==> src/rtl/nco_sincos_32x16.sv <==
// ---------------------------------------------------------------------------
// nco_sincos_32x16
//
// Numerically controlled oscillator producing quadrature sine/cosine samples.
// A 32-bit phase accumulator feeds a 16-iteration pipelined CORDIC rotator.
// Each enabled cycle the pre-add accumulator value enters the pipeline and the
// matching sample appears LAT enabled cycles later, rounded and saturated to
// a symmetric 16-bit range.
//
// Ports
//   clk        rising-edge clock
//   reset_n    synchronous active-low reset (acts regardless of clken)
//   clken      clock enable; 0 freezes every register
//   phi_inc_i  unsigned phase increment per sample (full turn = 2^32)
//   fsin_o     signed sine sample, 0 while out_valid is low
//   fcos_o     signed cosine sample, 0 while out_valid is low
//   out_valid  high once LAT enabled cycles have elapsed since reset
// ---------------------------------------------------------------------------
`timescale 1ns/1ps

module nco_sincos_32x16 #(
   parameter int ACC_W = 32,
   parameter int OUT_W = 16,
   parameter int PH_W  = 18,
   parameter int LAT   = 18
) (
   input  logic                    clk,
   input  logic                    reset_n,
   input  logic                    clken,
   input  logic [ACC_W-1:0]        phi_inc_i,
   output logic signed [OUT_W-1:0] fsin_o,
   output logic signed [OUT_W-1:0] fcos_o,
   output logic                    out_valid
);

   localparam int NIT = 16;                 // CORDIC iterations
   localparam int DW  = 20;                 // internal x/y/z width
   localparam int GB  = 3;                  // guard bits below the output LSB on x/y
   localparam int ZF  = 2;                  // fractional bits below the phase LSB on z
   localparam int CW  = $clog2(LAT + 1);

   // 19898 = round(32767 / CORDIC gain), pre-scaled by the guard bits
   localparam logic signed [DW-1:0] X_INIT = DW'(19898 * (2 ** GB));
   localparam logic signed [DW:0]   SAT_HI = (DW+1)'((2 ** (OUT_W - 1)) - 1);
   localparam logic signed [DW:0]   SAT_LO = -SAT_HI;

   // atan(2^-i) in 18-bit phase LSBs with ZF fractional bits (2^20 per turn)
   function automatic logic signed [DW-1:0] atan_lut(input int i);
      logic signed [DW-1:0] a;
      case (i)
         0:       a = 20'sd131072;
         1:       a = 20'sd77376;
         2:       a = 20'sd40884;
         3:       a = 20'sd20753;
         4:       a = 20'sd10417;
         5:       a = 20'sd5213;
         6:       a = 20'sd2607;
         7:       a = 20'sd1304;
         8:       a = 20'sd652;
         9:       a = 20'sd326;
         10:      a = 20'sd163;
         11:      a = 20'sd81;
         12:      a = 20'sd41;
         13:      a = 20'sd20;
         14:      a = 20'sd10;
         15:      a = 20'sd5;
         default: a = 20'sd0;
      endcase
      return a;
   endfunction

   // Drop the guard bits with round-half-up, then clamp to +-(2^(OUT_W-1)-1)
   function automatic logic signed [OUT_W-1:0] rnd_sat(input logic signed [DW-1:0] v);
      logic signed [DW:0]      t;
      logic signed [OUT_W-1:0] r;
      t = $signed({v[DW-1], v}) + $signed((DW+1)'(2 ** (GB - 1)));
      t = t >>> GB;
      if (t > SAT_HI) begin
         r = SAT_HI[OUT_W-1:0];
      end else if (t < SAT_LO) begin
         r = SAT_LO[OUT_W-1:0];
      end else begin
         r = t[OUT_W-1:0];
      end
      return r;
   endfunction

   logic [ACC_W-1:0]        acc_q, acc_d;
   logic [PH_W-1:0]         ph;

   logic signed [DW-1:0]    x_q    [0:NIT];
   logic signed [DW-1:0]    x_d    [0:NIT];
   logic signed [DW-1:0]    y_q    [0:NIT];
   logic signed [DW-1:0]    y_d    [0:NIT];
   logic signed [DW-1:0]    z_q    [0:NIT];
   logic signed [DW-1:0]    z_d    [0:NIT];
   logic [1:0]              quad_q [0:NIT];
   logic [1:0]              quad_d [0:NIT];

   logic signed [OUT_W-1:0] xo, yo;
   logic signed [OUT_W-1:0] fsin_q, fsin_d;
   logic signed [OUT_W-1:0] fcos_q, fcos_d;
   logic [CW-1:0]           cnt_q, cnt_d;
   logic                    vld_q, vld_d;

   assign ph = acc_q[ACC_W-1 -: PH_W];

   always_comb begin
      // accumulator: wraps modulo 2^ACC_W
      acc_d = acc_q + phi_inc_i;

      // ---- stage p0: quadrant select and residual angle ----
      // Round the phase to the nearest quadrant start so the residual lies in
      // [-pi/4, pi/4); the sign-extended low bits are exactly that residual.
      quad_d[0] = ph[PH_W-1 -: 2] + {1'b0, ph[PH_W-3]};
      z_d[0]    = $signed({{(DW - PH_W + 2 - ZF){ph[PH_W-3]}}, ph[PH_W-3:0], {ZF{1'b0}}});
      x_d[0]    = X_INIT;
      y_d[0]    = '0;

      // ---- stages p1..p16: one CORDIC micro-rotation each ----
      for (int s = 0; s < NIT; s++) begin
         if (z_q[s][DW-1]) begin
            x_d[s+1] = x_q[s] + (y_q[s] >>> s);
            y_d[s+1] = y_q[s] - (x_q[s] >>> s);
            z_d[s+1] = z_q[s] + atan_lut(s);
         end else begin
            x_d[s+1] = x_q[s] - (y_q[s] >>> s);
            y_d[s+1] = y_q[s] + (x_q[s] >>> s);
            z_d[s+1] = z_q[s] - atan_lut(s);
         end
         quad_d[s+1] = quad_q[s];
      end

      // ---- output stage: round, saturate, restore quadrant ----
      xo = rnd_sat(x_q[NIT]);
      yo = rnd_sat(y_q[NIT]);

      cnt_d = (cnt_q == CW'(LAT)) ? cnt_q : cnt_q + 1'b1;
      vld_d = (cnt_d == CW'(LAT));

      fsin_d = '0;
      fcos_d = '0;
      if (vld_d) begin
         case (quad_q[NIT])
            2'd0: begin fsin_d =  yo; fcos_d =  xo; end
            2'd1: begin fsin_d =  xo; fcos_d = -yo; end
            2'd2: begin fsin_d = -yo; fcos_d = -xo; end
            default: begin fsin_d = -xo; fcos_d =  yo; end
         endcase
      end
   end

   always_ff @(posedge clk) begin
      if (!reset_n) begin
         acc_q  <= '0;
         for (int s = 0; s <= NIT; s++) begin
            x_q[s]    <= '0;
            y_q[s]    <= '0;
            z_q[s]    <= '0;
            quad_q[s] <= '0;
         end
         fsin_q <= '0;
         fcos_q <= '0;
         cnt_q  <= '0;
         vld_q  <= 1'b0;
      end else if (clken) begin
         acc_q  <= acc_d;
         for (int s = 0; s <= NIT; s++) begin
            x_q[s]    <= x_d[s];
            y_q[s]    <= y_d[s];
            z_q[s]    <= z_d[s];
            quad_q[s] <= quad_d[s];
         end
         fsin_q <= fsin_d;
         fcos_q <= fcos_d;
         cnt_q  <= cnt_d;
         vld_q  <= vld_d;
      end
   end

   assign fsin_o    = fsin_q;
   assign fcos_o    = fcos_q;
   assign out_valid = vld_q;

endmodule

==> config.mk <==
export PLATFORM = sky130hd
export DESIGN_NAME = nco_sincos_32x16
export DESIGN_NICKNAME = d
export VERILOG_FILES = /design/src/rtl/nco_sincos_32x16.sv
export SDC_FILE = /design/constraint.sdc
export NUM_CORES = 2
export LEC_CHECK = 0
export CAP_MARGIN = 40
export CORE_MARGIN = 5
export CORE_UTILIZATION = 53
export CTS_CLUSTER_DIAMETER = 150
export DETAILED_ROUTE_END_ITERATION = 10
export GPL_ROUTABILITY_DRIVEN = 0
export PLACE_DENSITY_LB_ADDON = 0.3
export SYNTH_ARGS = -nofsm -noshare
export SYNTH_HDL_FRONTEND = slang
export SYNTH_SLANG_ARGS = --single-unit
export TNS_END_PERCENT = 50
==> constraint.sdc <==
create_clock -name clk -period 25.3 [get_ports clk]
set_clock_uncertainty 0.15 [all_clocks]
set_input_delay 3.795 -clock clk [delete_from_list [all_inputs] [get_ports clk]]
set_output_delay 3.795 -clock clk [all_outputs]
set_load 0.05 [all_outputs]
==> results_dict.tcl <==
set metrics [dict create \
    drt_iter0_drc 4520 \
    slew_headroom 0.2849 \
    synth_top_area_share 0.3486 \
    number_of_gates_resized_after_cts 0 \
    synthesis.yosys.warnings 0 \
    synth_seq_cells 980 \
    layout.filler_cells 12505 \
    synthArstFlopShare 0 \
    diodes 0 \
    globalRouteOverflowTotal 0 \
    ys_dominant_reg_cell "edfxtp_1" \
    first_global_vias 60941 \
    clock_tree.buffer_depth 3 \
    register_area_mm2 0.02873 \
    multi_input_area_mm2 0.04744 \
    initial_core_util 0.5321 \
    tightestPinTransition_ns 1.073 \
    ys_types 100 \
    min_period_ns 7.592 \
    leak_pwr_uw 0.03575 \
    numPortBuffers 67 \
    tritoncts "yes" \
    viasPerCell 6.045 \
    seq_area_frac_synth 0.3665 \
    max-cap-violations 0 \
    dr.pass1.iters 8 \
    floorplan.die_area_mm2 0.1557 \
    synth_top_area_cell "edfxtp_1" \
    post_synth_inst_count 8437 \
    synthesis.area_per_instance_um2 9.291 \
    mostFrequentLayoutCells "nor2_1 (1212), edfxtp_1 (910), ha_1 (867), a21oi_1 (627), xnor2_1 (495)" \
    final_worst_path_period_share 0.3001 \
    die_x_um 394.6 \
    criticalPathCategory "in2reg" \
    end_kind "register" \
    cell_area_synth_mm2 0.07839 \
    drtAntennaViolNets 0 \
    routed-via-count 63215 \
    hold_class "reg2reg" \
    tritoncts_num_sinks 980 \
    setup_viol 0 \
    cts_root_buffer "clkbuf_16" \
    remaining_drc_errors 0 \
    cts_hold_repair.buffers 0 \
    crit_family "simple AND/OR/NAND/NOR gates" \
    detail_route.wirelength_um 186700 \
    worst_path_most_repeated_cell "buf_4" \
    syn_nets 9378 \
    cp_slowest_cell "buf_4" \
    highest_ir_drop_seen_on_vdd_mv 0.08127 \
    dp_worst_setup_slack_ns 17.02 \
    post_drt_wl_per_cell_um 17.85 \
    antenna_violations_before_repair 0 \
    tritoncts.num_buffers 113 \
    power_density_mw_per_mm2 134.8 \
    path_buf_inv 3 \
    final_layout_size_suffix_gt1_frac 0.03975 \
    timing.final.max_slew_violations 0 \
    status "finished, final reports clean" \
    clock.fmax_mhz 131.7 \
    rsz0062_at_grt "no" \
    crit_required_ns 25.83 \
    cp-start-kind "input pin" \
    finalNetCount 9374 \
    fin_ws_ns 17.71 \
    grt_first_pass_wirelength_um 305300 \
    critical_path.max_stage_delay_ns 0.72 \
    synth.top_cells.by_area "edfxtp_1 (35%), ha_1 (14%), nor2_1 (5.8%), xnor2_1 (5.5%), xor2_1 (4.6%)" \
    die_height_um 394.6 \
    worstPathMaxFanout 91 \
    synth_enable_flop_cells 910 \
    crit_path_cell_trace "buf_6, buf_4, nand2_4, buf_4, nor2_1, and3_1, nand2_1, or4_1, o211ai_1, a22o_1" \
    cts-htree-levels 3 \
    cts_post_setup_buffers_inserted 0 \
    clkTransAtPathRegs_ns 0.06 \
    grt_start_max_net_pins 182 \
    grtUsageTotal 0.2314 \
    clock_insertion_delay_worst_skew_ns 0.74 \
    pin_count 68 \
    area_delta_synth_final_pct 8.446 \
    hold_violations_final 0 \
    core.rowCount 141 \
    setup-tns-final_ns 0 \
    detailed_placement_wirelength_estimate_um 136800 \
    core_area_mm2 0.1473 \
    most_common_library_cell_in_the_layout_ignoring_fill_and_taps "nor2_1" \
    worst-endpoint-arrival_ns 8.12 \
]
==> logic make-up (layout without fill, tap and decap cells) <==
logic type	Yosys count	count (layout)	share of synthesized area
simple gates	2954	2954	0.1804
compound gates	2023	2023	0.1644
flops	980	980	0.3665
fa+ha+maj	906	906	0.1484
xor+xnor	903	903	0.1009
buf+inv	588	679	0.02848
mux	83	83	0.01098
==> worst register-to-register path: stages (launching register included) <==
cell	delay [ns]
edfxtp_1	0.82
inv_1	0.46
buf_8	0.28
ha_1	0.28
a21o_1	0.16
a21o_1	0.22
a2111oi_0	0.63
nor3_1	0.18
nor4b_1	0.57
o31ai_1	0.20
o21ai_0	0.33
a21oi_1	0.11
and4b_1	0.21
a2111oi_0	0.36
==> flip-flops by register name, indices dropped and copies added (netlist names) <==
name,cells
y_q,296
z_q,287
acc_q,32
fsin_o,16
out_valid,1
x_q,293
cnt_q,5
quad_q,34
fcos_o,16
==> final cells by class <==
| class | count | share of cell area |
|---|---|---|
| well taps | 1930 | 0.02841 |
| flip-flops and latches | 980 | 0.3380 |
| multi-input cells | 6869 | 0.5581 |
| clock inverters | 80 | 0.01188 |
| repair buffers | 117 | 0.01388 |
| clock buffers | 130 | 0.03413 |
| inverters | 352 | 0.01565 |
==> final timing paths <==
check              start     endpoint  slack (ns)  depth (start not counted)
min reg2reg    out_valid    out_valid        0.29                          2
max                clken    fcos_o[2]       17.71                         10
max reg2reg  z_q[0][259]  z_q[0][279]       20.08                         13
min            out_valid    out_valid        0.29                          2
==> stage by stage <==
| stage | util | instances | power [uW] | hold WS (ns) | cell area [um^2] |
|---|---|---|---|---|---|
| 3_5_place_dp | 0.5503 | 10246 | 9606 | 0.2847 | 81060 |
| 4_1_cts | 0.5768 | 10456 | 11420 | 0.2943 | 84970 |
| 5_1_grt | 0.5771 | 10458 | 12410 | 0.3326 | 85010 |
| 6_report | 0.5771 | 10458 | 11460 | 0.2923 | 85010 |
| 2_1_floorplan | - | 8437 | 8092 | 0.2791 | 78390 |
| 3_3_place_gp | 0.5494 | 10237 | 9406 | 0.2838 | 80930 |
==> cells in the mapped netlist, types with 63 or more instances <==
cell and n:
a21oi_1 627, nor2_1 1213, dfxtp_1 70, edfxtp_1 910, o21ai_0 472, nand3_1 204
nand2_1 392, o211ai_1 63, clkbuf_1 207, a31oi_1 67, nand2b_1 129, o21bai_1 64
a21o_1 167, nor2b_1 92, a211oi_1 105, inv_1 348, and3_1 225, nor3_1 313
xor2_1 408, nor4_1 65, xnor2_1 495, ha_1 867
==> report_power, final <==
part,total (uW),internal (uW),switching (uW)
Clock,1740,1040,694
Combinational,6930,2950,3980
Sequential,2790,2340,451
Total,11500,6330,5130
==> routing by layer <==
| layer | part of all wire | vias up | GRT usage | routed length, um |
|---|---|---|---|---|
| li1 | - | 31050 | - | - |
| met1 | 0.44 | 30169 | 0.3056 | 82850 |
| met2 | 0.47 | 1611 | 0.3940 | 88340 |
| met3 | 0.046 | 385 | 0.02657 | 8664 |
| met4 | 0.037 | 0 | 0.08325 | 6845 |
| met5 | 0 | - | 0 | 0 |
Power figures use the tool's default switching activity.
